--- src/rtl/apb_master_mc_if.sv ---
// Command/response port and multi-slave APB bus of apb_master_mc, bundled as one interface.
// The master modport is the controller's view; the slave modport is the command source and slaves.
interface apb_master_mc_if #(
    parameter int ADDR_W     = 32,
    parameter int DATA_W     = 32,
    parameter int NUM_SLAVES = 4
);
    logic                         cmd_valid;
    logic                         cmd_ready;
    logic                         cmd_write;
    logic [ADDR_W-1:0]            cmd_addr;
    logic [DATA_W-1:0]            cmd_wdata;
    logic [DATA_W/8-1:0]          cmd_strb;
    logic [2:0]                   cmd_prot;
    logic                         rsp_valid;
    logic [DATA_W-1:0]            rsp_rdata;
    logic                         rsp_err;
    logic                         rsp_timeout;
    logic [NUM_SLAVES-1:0]        Psel;
    logic                         Penable;
    logic [ADDR_W-1:0]            Paddr;
    logic                         Pwrite;
    logic [DATA_W-1:0]            Pwdata;
    logic [DATA_W/8-1:0]          Pstrb;
    logic [2:0]                   Pprot;
    logic [NUM_SLAVES*DATA_W-1:0] Prdata;
    logic [NUM_SLAVES-1:0]        Pready;
    logic [NUM_SLAVES-1:0]        Pslverr;

    modport master (
        input  cmd_valid, cmd_write, cmd_addr, cmd_wdata, cmd_strb, cmd_prot,
        input  Prdata, Pready, Pslverr,
        output cmd_ready, rsp_valid, rsp_rdata, rsp_err, rsp_timeout,
        output Psel, Penable, Paddr, Pwrite, Pwdata, Pstrb, Pprot
    );

    modport slave (
        output cmd_valid, cmd_write, cmd_addr, cmd_wdata, cmd_strb, cmd_prot,
        output Prdata, Pready, Pslverr,
        input  cmd_ready, rsp_valid, rsp_rdata, rsp_err, rsp_timeout,
        input  Psel, Penable, Paddr, Pwrite, Pwdata, Pstrb, Pprot
    );
endinterface

--- src/rtl/apb_master_mc.sv ---
// Multi-slave APB4 master: one command at a time, slave decoded from the address MSBs,
// one registered response per command (PSLVERR, decode error or ACCESS timeout).
//
//   state  | meaning
//   IDLE   | cmd_ready high, waiting for a command
//   SETUP  | Psel asserted, Penable low
//   ACCESS | Penable high, waiting for Pready of the selected slave or timeout
//   RESP   | rsp_valid pulse on the outputs, bus released
module apb_master_mc #(
    parameter int ADDR_W     = 32,
    parameter int DATA_W     = 32,
    parameter int NUM_SLAVES = 4,
    parameter int SEL_W      = 2,
    parameter int TIMEOUT    = 16
) (
    input  logic              Pclk,
    input  logic              Presetn,
    apb_master_mc_if.master   bus
);

    localparam int STRB_W = DATA_W / 8;
    localparam int TMR_W  = (TIMEOUT > 0) ? $clog2(TIMEOUT + 1) : 1;

    typedef enum logic [1:0] {IDLE, SETUP, ACCESS, RESP} state_t;

    state_t state_q, state_d;

    logic [NUM_SLAVES-1:0] psel_q, psel_d;
    logic                  penable_q, penable_d;
    logic [ADDR_W-1:0]     paddr_q, paddr_d;
    logic                  pwrite_q, pwrite_d;
    logic [DATA_W-1:0]     pwdata_q, pwdata_d;
    logic [STRB_W-1:0]     pstrb_q, pstrb_d;
    logic [2:0]            pprot_q, pprot_d;
    logic                  cmd_ready_q, cmd_ready_d;
    logic                  rsp_valid_q, rsp_valid_d;
    logic [DATA_W-1:0]     rsp_rdata_q, rsp_rdata_d;
    logic                  rsp_err_q, rsp_err_d;
    logic                  rsp_timeout_q, rsp_timeout_d;
    logic [SEL_W-1:0]      sel_idx_q, sel_idx_d;
    logic [TMR_W-1:0]      tmr_q, tmr_d;

    logic [SEL_W-1:0]      cmd_idx;
    logic                  dec_err;
    logic                  accept;
    logic                  sel_ready;
    logic                  sel_slverr;
    logic [DATA_W-1:0]     sel_rdata;
    logic                  tmo_hit;

    assign cmd_idx = bus.cmd_addr[ADDR_W-1 -: SEL_W];
    assign dec_err = ({1'b0, cmd_idx} >= (SEL_W + 1)'(NUM_SLAVES));
    assign accept  = bus.cmd_valid && (state_q == IDLE);

    // Only the latched slave's return signals are ever looked at.
    always_comb begin
        sel_ready  = 1'b0;
        sel_slverr = 1'b0;
        sel_rdata  = '0;
        for (int i = 0; i < NUM_SLAVES; i++) begin
            if (sel_idx_q == SEL_W'(i)) begin
                sel_ready  = bus.Pready[i];
                sel_slverr = bus.Pslverr[i];
                sel_rdata  = bus.Prdata[i*DATA_W +: DATA_W];
            end
        end
    end

    // Down-counter loaded with TIMEOUT; the last waiting cycle is the one seen at count 1.
    assign tmo_hit = (TIMEOUT != 0) && !sel_ready && (tmr_q == TMR_W'(1));

    always_ff @(posedge Pclk or negedge Presetn) begin
        if (!Presetn) state_q <= IDLE;
        else          state_q <= state_d;
    end

    always_comb begin
        state_d = state_q;
        case (state_q)
            IDLE:    if (accept) state_d = dec_err ? RESP : SETUP;
            SETUP:   state_d = ACCESS;
            ACCESS:  if (sel_ready || tmo_hit) state_d = RESP;
            default: state_d = IDLE;
        endcase
    end

    always_comb begin
        psel_d        = psel_q;
        penable_d     = penable_q;
        paddr_d       = paddr_q;
        pwrite_d      = pwrite_q;
        pwdata_d      = pwdata_q;
        pstrb_d       = pstrb_q;
        pprot_d       = pprot_q;
        sel_idx_d     = sel_idx_q;
        tmr_d         = tmr_q;
        rsp_valid_d   = 1'b0;
        rsp_rdata_d   = '0;
        rsp_err_d     = 1'b0;
        rsp_timeout_d = 1'b0;
        cmd_ready_d   = (state_d == IDLE);
        case (state_q)
            IDLE: begin
                if (accept && dec_err) begin
                    rsp_valid_d = 1'b1;
                    rsp_err_d   = 1'b1;
                end else if (accept) begin
                    psel_d    = NUM_SLAVES'(1) << cmd_idx;
                    sel_idx_d = cmd_idx;
                    paddr_d   = bus.cmd_addr;
                    pwrite_d  = bus.cmd_write;
                    pprot_d   = bus.cmd_prot;
                    pwdata_d  = bus.cmd_write ? bus.cmd_wdata : '0;
                    pstrb_d   = bus.cmd_write ? bus.cmd_strb  : '0;
                end
            end
            SETUP: begin
                penable_d = 1'b1;
                tmr_d     = TMR_W'(TIMEOUT);
            end
            ACCESS: begin
                if (sel_ready) begin
                    psel_d      = '0;
                    penable_d   = 1'b0;
                    rsp_valid_d = 1'b1;
                    rsp_err_d   = sel_slverr;
                    rsp_rdata_d = (!pwrite_q && !sel_slverr) ? sel_rdata : '0;
                end else if (tmo_hit) begin
                    psel_d        = '0;
                    penable_d     = 1'b0;
                    rsp_valid_d   = 1'b1;
                    rsp_err_d     = 1'b1;
                    rsp_timeout_d = 1'b1;
                end else if (TIMEOUT != 0) begin
                    tmr_d = tmr_q - TMR_W'(1);
                end
            end
            default: ;
        endcase
    end

    always_ff @(posedge Pclk or negedge Presetn) begin
        if (!Presetn) begin
            psel_q        <= '0;
            penable_q     <= 1'b0;
            paddr_q       <= '0;
            pwrite_q      <= 1'b0;
            pwdata_q      <= '0;
            pstrb_q       <= '0;
            pprot_q       <= '0;
            sel_idx_q     <= '0;
            tmr_q         <= '0;
            cmd_ready_q   <= 1'b1;
            rsp_valid_q   <= 1'b0;
            rsp_rdata_q   <= '0;
            rsp_err_q     <= 1'b0;
            rsp_timeout_q <= 1'b0;
        end else begin
            psel_q        <= psel_d;
            penable_q     <= penable_d;
            paddr_q       <= paddr_d;
            pwrite_q      <= pwrite_d;
            pwdata_q      <= pwdata_d;
            pstrb_q       <= pstrb_d;
            pprot_q       <= pprot_d;
            sel_idx_q     <= sel_idx_d;
            tmr_q         <= tmr_d;
            cmd_ready_q   <= cmd_ready_d;
            rsp_valid_q   <= rsp_valid_d;
            rsp_rdata_q   <= rsp_rdata_d;
            rsp_err_q     <= rsp_err_d;
            rsp_timeout_q <= rsp_timeout_d;
        end
    end

    assign bus.cmd_ready   = cmd_ready_q;
    assign bus.rsp_valid   = rsp_valid_q;
    assign bus.rsp_rdata   = rsp_rdata_q;
    assign bus.rsp_err     = rsp_err_q;
    assign bus.rsp_timeout = rsp_timeout_q;
    assign bus.Psel        = psel_q;
    assign bus.Penable     = penable_q;
    assign bus.Paddr       = paddr_q;
    assign bus.Pwrite      = pwrite_q;
    assign bus.Pwdata      = pwdata_q;
    assign bus.Pstrb       = pstrb_q;
    assign bus.Pprot       = pprot_q;

endmodule

--- src/flat_wrapper.sv ---
// flat-port wrapper written by rule: the top's interface ports become plain ports
module apb_master_mc_flat 
#(
    parameter int ADDR_W     = 32,
    parameter int DATA_W     = 32,
    parameter int NUM_SLAVES = 4,
    parameter int SEL_W      = 2,
    parameter int TIMEOUT    = 16
)
  (Pclk, Presetn, bus_cmd_valid, bus_cmd_write, bus_cmd_addr, bus_cmd_wdata, bus_cmd_strb, bus_cmd_prot, bus_Prdata, bus_Pready, bus_Pslverr, bus_cmd_ready, bus_rsp_valid, bus_rsp_rdata, bus_rsp_err, bus_rsp_timeout, bus_Psel, bus_Penable, bus_Paddr, bus_Pwrite, bus_Pwdata, bus_Pstrb, bus_Pprot);
  apb_master_mc_if #(.ADDR_W(ADDR_W), .DATA_W(DATA_W), .NUM_SLAVES(NUM_SLAVES)) bus_i ();
  input  logic Pclk;
  input  logic Presetn;
  input wire logic [$bits(bus_i.cmd_valid)-1:0] bus_cmd_valid;
  input wire logic [$bits(bus_i.cmd_write)-1:0] bus_cmd_write;
  input wire logic [$bits(bus_i.cmd_addr)-1:0] bus_cmd_addr;
  input wire logic [$bits(bus_i.cmd_wdata)-1:0] bus_cmd_wdata;
  input wire logic [$bits(bus_i.cmd_strb)-1:0] bus_cmd_strb;
  input wire logic [$bits(bus_i.cmd_prot)-1:0] bus_cmd_prot;
  input wire logic [$bits(bus_i.Prdata)-1:0] bus_Prdata;
  input wire logic [$bits(bus_i.Pready)-1:0] bus_Pready;
  input wire logic [$bits(bus_i.Pslverr)-1:0] bus_Pslverr;
  output wire logic [$bits(bus_i.cmd_ready)-1:0] bus_cmd_ready;
  output wire logic [$bits(bus_i.rsp_valid)-1:0] bus_rsp_valid;
  output wire logic [$bits(bus_i.rsp_rdata)-1:0] bus_rsp_rdata;
  output wire logic [$bits(bus_i.rsp_err)-1:0] bus_rsp_err;
  output wire logic [$bits(bus_i.rsp_timeout)-1:0] bus_rsp_timeout;
  output wire logic [$bits(bus_i.Psel)-1:0] bus_Psel;
  output wire logic [$bits(bus_i.Penable)-1:0] bus_Penable;
  output wire logic [$bits(bus_i.Paddr)-1:0] bus_Paddr;
  output wire logic [$bits(bus_i.Pwrite)-1:0] bus_Pwrite;
  output wire logic [$bits(bus_i.Pwdata)-1:0] bus_Pwdata;
  output wire logic [$bits(bus_i.Pstrb)-1:0] bus_Pstrb;
  output wire logic [$bits(bus_i.Pprot)-1:0] bus_Pprot;
  assign bus_i.cmd_valid = bus_cmd_valid;
  assign bus_i.cmd_write = bus_cmd_write;
  assign bus_i.cmd_addr = bus_cmd_addr;
  assign bus_i.cmd_wdata = bus_cmd_wdata;
  assign bus_i.cmd_strb = bus_cmd_strb;
  assign bus_i.cmd_prot = bus_cmd_prot;
  assign bus_i.Prdata = bus_Prdata;
  assign bus_i.Pready = bus_Pready;
  assign bus_i.Pslverr = bus_Pslverr;
  assign bus_cmd_ready = bus_i.cmd_ready;
  assign bus_rsp_valid = bus_i.rsp_valid;
  assign bus_rsp_rdata = bus_i.rsp_rdata;
  assign bus_rsp_err = bus_i.rsp_err;
  assign bus_rsp_timeout = bus_i.rsp_timeout;
  assign bus_Psel = bus_i.Psel;
  assign bus_Penable = bus_i.Penable;
  assign bus_Paddr = bus_i.Paddr;
  assign bus_Pwrite = bus_i.Pwrite;
  assign bus_Pwdata = bus_i.Pwdata;
  assign bus_Pstrb = bus_i.Pstrb;
  assign bus_Pprot = bus_i.Pprot;
  apb_master_mc #(.ADDR_W(ADDR_W), .DATA_W(DATA_W), .NUM_SLAVES(NUM_SLAVES), .SEL_W(SEL_W), .TIMEOUT(TIMEOUT)) u_core (.Pclk(Pclk), .Presetn(Presetn), .bus(bus_i));
endmodule
--- config.mk ---
export PLATFORM = sky130hd
export DESIGN_NAME = apb_master_mc_flat
export DESIGN_NICKNAME = d
export VERILOG_FILES = /design/src/rtl/apb_master_mc_if.sv /design/src/rtl/apb_master_mc.sv /design/src/flat_wrapper.sv
export SDC_FILE = /design/constraint.sdc
export NUM_CORES = 1
export LEC_CHECK = 0
export CORE_AREA = 2 2 126 128
export CTS_BUF_LIST = sky130_fd_sc_hd__clkbuf_8
export CTS_CLUSTER_SIZE = 12
export DETAILED_ROUTE_END_ITERATION = 8
export DIE_AREA = 0 0 128 130
export PLACE_DENSITY = 0.82
export SYNTH_ARGS = -nofsm -noshare
export SYNTH_HDL_FRONTEND = slang
export SYNTH_SLANG_ARGS = --single-unit
--- constraint.sdc ---
create_clock -name Pclk -period 2.2 [get_ports Pclk]
set_input_delay 0.44 -clock Pclk [delete_from_list [all_inputs] [get_ports Pclk]]
set_output_delay 0.44 -clock Pclk [all_outputs]
set_load 0.02 [all_outputs]
==> results of run 1 <==
## cell usage in the layout (no fill, tap or decap), types with 16 or more instances in the layout
cell type          n
buf_4             16
nor2b_1           37
o21ai_0           42
nand2_1           84
clkbuf_8          18
mux2_2            36
mux4_2            34
dfrtp_1          118
clkdlybuf4s50_1  322
## kinds of logic after synthesis
group / share of synthesized area, %
AND/OR/NAND/NOR: 13.4
multiplexers: 21.5
AO/OA/AOI/OAI: 5.85
buffers and inverters: 3.51
adder cells (fa/ha/maj): 1.14
flip-flops: 54.7
## final cells by class
class / instances / area, sq um
inverters: 6 / 22.5
repair buffers: 341 / 3390
flip-flops and latches: 120 / 3010
clock buffers: 18 / 248
well taps: 192 / 240
fillers: 1198 / 6040
multi-input cells: 280 / 2300
diodes: 1 / 2.50
clock inverters: 14 / 171
## power breakdown
group          switching, W  internal, W  total [W]
Sequential         0.000477      0.00304    0.00351
Combinational       0.00272      0.00309    0.00581
Clock              0.000922      0.00116    0.00208
Total               0.00412      0.00729     0.0114
## path summary, 6_finish.rpt
kind / start / to / slack [ns] / cells after the start
max in group asynchronous: Presetn / u_core.bus.cmd_ready / 1.06 / 3
setup reg to reg: u_core.sel_idx_q[0] / u_core.bus.rsp_rdata[18] / 0.29 / 3
hold reg to reg: u_core.bus.Pwdata[15] / u_core.bus.Pwdata[15] / 0.49 / 2
hold / removal: Presetn / u_core.bus.Paddr[19] / 0.48 / 2
setup / recovery: u_core.bus.cmd_ready / bus_cmd_ready / 0.23 / 1
min in group Pclk: u_core.bus.Pwdata[15] / u_core.bus.Pwdata[15] / 0.49 / 2
## flip-flops by register name (all words and copies together) (netlist names), 2 cells and up
signal	count
u_core.bus.Pwdata	32
u_core.bus.Pprot	3
u_core.state_q	2
u_core.bus.Psel	4
u_core.bus.rsp_rdata	32
u_core.bus.Pstrb	4
u_core.bus.Paddr	31
u_core.tmr_q	5
## what timing repair did
| action | CTS | global route |
|---|---|---|
| hold endpoints to repair | 22 | 0 |
| setup buffers | 0 | 0 |
| hold buffers | 1 | 0 |
## layer usage
metal	up-vias	wire length, um	track usage (%)
met1	2244	5950	21.7
met5	-	0	0
met4	0	382	6.40
li1	2195	-	-
met3	23	1420	5.49
met2	278	8560	35.6
## per-stage QoR
step	area (sq um)	cells
2_1_floorplan	5500	438
3_3_place_gp	8950	938
3_5_place_dp	8950	938
4_1_cts	9380	971
5_1_grt	9390	972
6_report	9390	972
==> results.ini, run 1 <==
[timing]
grt_setup_unrepaired = no
period_share_pct = 89.7
clock.fmax_mhz = 506
setup_viol = 0
tns_ns = 0
hold_violations = 0
clock_skew_ns = 0.0136
post-route-min-period_ns = 1.97
hold_ws_ns = 0.479
worst_slack_ns = 0.226
slew_headroom_pct = 65.7
worst_pin_slew_ns = 0.515
finalMaxSlewViolations = 0

[yosys]
ys_ff_latch = 120
synth_enable_flop_cells = 0
synth_top_area_cell = dfrtp_1
seq_area_frac_synth_pct = 54.7
syn_nets = 654
async_flop_share_pct = 100
synth_top_area_share_pct = 54.2
synthDistinctLibCells = 36
synthesis.area_sq_um = 5500
synth_ff_type = dfrtp_1
synth_area_per_cell_sq_um = 12.5
synth_cells = 438
yosys-top-cells-count = dfrtp_1, nand2_1, o21ai_0
yosys_warnings = 0
post-synth-top-count-cell = dfrtp_1
synth.area.top_cells = dfrtp_1, mux4_2, mux2_2

[setup_path]
crit_path_max_fanout = 1
timing_worst_setup_path_type = reg2out
cp_cell_sequence = clkdlybuf4s50_1
crit_family = buffers and inverters
worstSetupEndpointType = primary output
crit_required_ns = 1.76
worst_path_max_delay_cell = clkdlybuf4s50_1
cp.arrival_ns = 1.53
start_kind = register
slowest_delay_ns = 0.61
path_buf_inv = 1

[cells_and_area]
nets = 982
final_layout_size_suffix_gt1_share_pct = 16.0
utilization_pct = 60.8
area_delta_synth_final_pct = 70.7

[global_routing]
track_usage_pct = 19.3
grt_pass1_vias = 4815
grt_max_degree = 74
antenna_found_initial = 1
grt_pass1_wl_um = 24700
grt-ovfl-total = 0

[pwr]
peakVddDrop_mv = 0.454
power.leakage_nw = 3.86
total_power_w = 0.0114
cellPowerDensity_nw_per_um2 = 1220

[die]
die_x_um = 128
ios = 324
dieArea_sq_um = 16600
fp.dieH_um = 130
initial_utilization_pct = 35.6
rows = 46
core_sq_um = 15400

[route]
dr.first_iter.drc_count = 230
ant_nets = 0
avgViaCountPerCell = 4.88
drc = 0
drt_pass1_iterations = 5
vias = 4740
wl_um = 16300
wl_per_cell_um = 16.8

[cts]
cts_tree = built
clock_path_buffers = 2
cts_buffers = 17
post_cts_resized = 0
clk-insertion-delay-late_ns = 0.41
clock-sinks = 120
root_buffer = clkbuf_8
ctsHtreeMaxLevel = 4
path_clk_slew_ns = 0.08

[placed_design]
io_buffers = 323
gp_congestion = 0.807
dp_slack_ns = -0.135
dpl.hpwl_um = 13000

[job]
drv_cap = 0

[outcome]
status = completed

[hold_path]
min_path_type = in2async

No activity file was read; power rests on OpenSTA's default activity.
==> run 2: changes to the inputs <==
--- a/config.mk
+++ b/config.mk
@@ -10,7 +10,8 @@
 export CTS_CLUSTER_SIZE = 12
 export DETAILED_ROUTE_END_ITERATION = 8
 export DIE_AREA = 0 0 128 130
-export PLACE_DENSITY = 0.82
+export GPL_ROUTABILITY_DRIVEN = 0
+export PLACE_DENSITY_LB_ADDON = 0.25
 export SYNTH_ARGS = -nofsm -noshare
 export SYNTH_HDL_FRONTEND = slang
 export SYNTH_SLANG_ARGS = --single-unit
==> run 2 against run 1 <==
- non-clock buffer count down 4
- largest power group unchanged
- clock power shrank 4%
- clock skew is 0.0037 ns lower
- flip-flop and latch count is the same
- via count shrank 0.82%
- count of clock-buffer cells in the layout increased by 1
- combinational power about the same
- die area is the same
- maximum frequency down 4.3%
==> results.ini, run 2 (synthesis results as in run 1) <==
[timing]
clock_skew_ns = 0.00990  ; -0.00366 ns
slew_headroom_pct = 58.7  ; -7.0 points
worst_pin_slew_ns = 0.620  ; +0.104 ns
post-route-min-period_ns = 2.06  ; +0.0877 ns
grt_setup_unrepaired = no
setup_viol = 0  ; unchanged
finalMaxSlewViolations = 0  ; unchanged
period_share_pct = 93.7  ; +4.0 points
hold_violations = 0  ; unchanged
worst_slack_ns = 0.138  ; -0.0877 ns
clock.fmax_mhz = 485  ; -4.3%

[global_routing]
grt-ovfl-total = 0  ; unchanged
grt_pass1_wl_um = 24700  ; +0.25%
track_usage_pct = 19.5  ; +0.20 points
grt_max_degree = 121  ; +64%
grt_pass1_vias = 4881  ; +1.4%
antenna_found_initial = 0  ; -1

[die]
dieArea_sq_um = 16600  ; unchanged
fp.dieH_um = 130  ; unchanged
core_sq_um = 15400  ; unchanged
die_x_um = 128  ; unchanged
initial_utilization_pct = 35.6  ; unchanged
rows = 46  ; unchanged
ios = 324  ; unchanged

[setup_path]
crit_required_ns = 1.76  ; about the same
timing_worst_setup_path_type = reg2out
cp.arrival_ns = 1.62  ; +0.09 ns
crit_path_max_fanout = 4  ; +3
worstSetupEndpointType = primary output
start_kind = register

[cts]
cts_buffers = 17  ; unchanged
ctsHtreeMaxLevel = 4  ; unchanged
path_clk_slew_ns = 0.07  ; about the same
post_cts_resized = 0  ; unchanged
postCtsSetupRepairBufs = 0  ; unchanged
clock_path_buffers = 2  ; unchanged
cts_tree = built
root_buffer = clkbuf_8
clk-insertion-delay-late_ns = 0.44  ; +0.03 ns
postCtsHoldBufs = 0  ; -1
clock-sinks = 120  ; unchanged

[job]
drv_cap = 0  ; unchanged

[route]
wl_per_cell_um = 16.9  ; +0.69%
drc = 0  ; unchanged
drt_pass1_iterations = 4  ; -1
ant_nets = 0  ; unchanged
dr.first_iter.drc_count = 246  ; +7.0%
wl_um = 16300  ; +0.17%
vias = 4701  ; -0.82%
avgViaCountPerCell = 4.86  ; -0.31%

[cells_and_area]
final_common_cell = clkdlybuf4s50_1
final_cell_mix = clkdlybuf4s50_1, dfrtp_1, nand2_1
utilization_pct = 60.6  ; -0.28 points
nets = 978  ; -0.41%
diodes = 0  ; -1
final_layout_size_suffix_gt1_share_pct = 15.2  ; -0.82 points
area_delta_synth_final_pct = 70.0

[pwr]
cellPowerDensity_nw_per_um2 = 1210  ; -0.39%
power.leakage_nw = 3.85  ; about the same
peakVddDrop_mv = 0.479  ; +5.6%

[hold_path]
min_path_type = in2async

[placed_design]
dpl.hpwl_um = 12700  ; -2.6%
io_buffers = 323  ; unchanged
dp_slack_ns = -0.114  ; +0.0216 ns

[outcome]
status = completed

## run 2: critical path: stages (launching register included)
cell	delay, ns
dfrtp_1	0.40
buf_4	0.16
clkdlybuf4s50_1	0.63
## run 2: per-layer routing
metal	up-vias	GRT usage, %	part of all wire (%)	wire [um]
li1	2185	-	-	-
met1	2227	21.1	36	5920
met2	255	34.2	51	8340
met3	34	7.46	9.3	1530
met4	0	9.05	3.4	549
met5	-	0	0	0
## run 2: final cells by class
type,count,area (sq um)
Inverter,6,22.5
Multi-Input combinational cell,280,2300
Tap cell,192,240
Clock buffer,19,262
Clock inverter,13,138
Timing Repair Buffer,337,3370
Fill cell,1244,6080
Sequential cell,120,3010
## run 2: path summary, 6_finish.rpt
path / startpoint / end / slack [ns] / cells after the start
setup / recovery: u_core.bus.Paddr[31] / bus_Paddr[31] / 0.14 / 2
hold / removal: Presetn / u_core.bus.Pwdata[17] / 0.09 / 2
setup reg to reg: u_core.sel_idx_q[0] / u_core.bus.rsp_rdata[23] / 0.29 / 3
hold reg to reg: u_core.bus.Pstrb[1] / u_core.bus.Pstrb[1] / 0.48 / 2
max in group asynchronous: Presetn / u_core.sel_idx_q[0] / 1.62 / 2
min in group Pclk: u_core.bus.Pstrb[1] / u_core.bus.Pstrb[1] / 0.48 / 2
## run 2: metrics by stage
step                std cells  instance area [sq um]  TNS, ns  hold slack, ns  power [W]
global placement          935                   8940    -1.29           0.462    0.00926
floorplan                 438                   5500        0           0.144    0.00683
detailed placement        935                   8940    -2.46           0.471    0.00942
global route              967                   9340        0           0.134     0.0120
CTS                       967                   9340        0           0.100     0.0115
finish                    967                   9340        0          0.0939     0.0113
## run 2: report_power, final
group / switching [W] / leakage, nW / total, W / internal [W]
Combinational: 0.00274 / 2.09 / 0.00583 / 0.00310
Sequential: 0.000449 / 1.54 / 0.00349 / 0.00304
Clock: 0.000838 / 0.220 / 0.00199 / 0.00115
Total: 0.00402 / 3.85 / 0.0113 / 0.00729
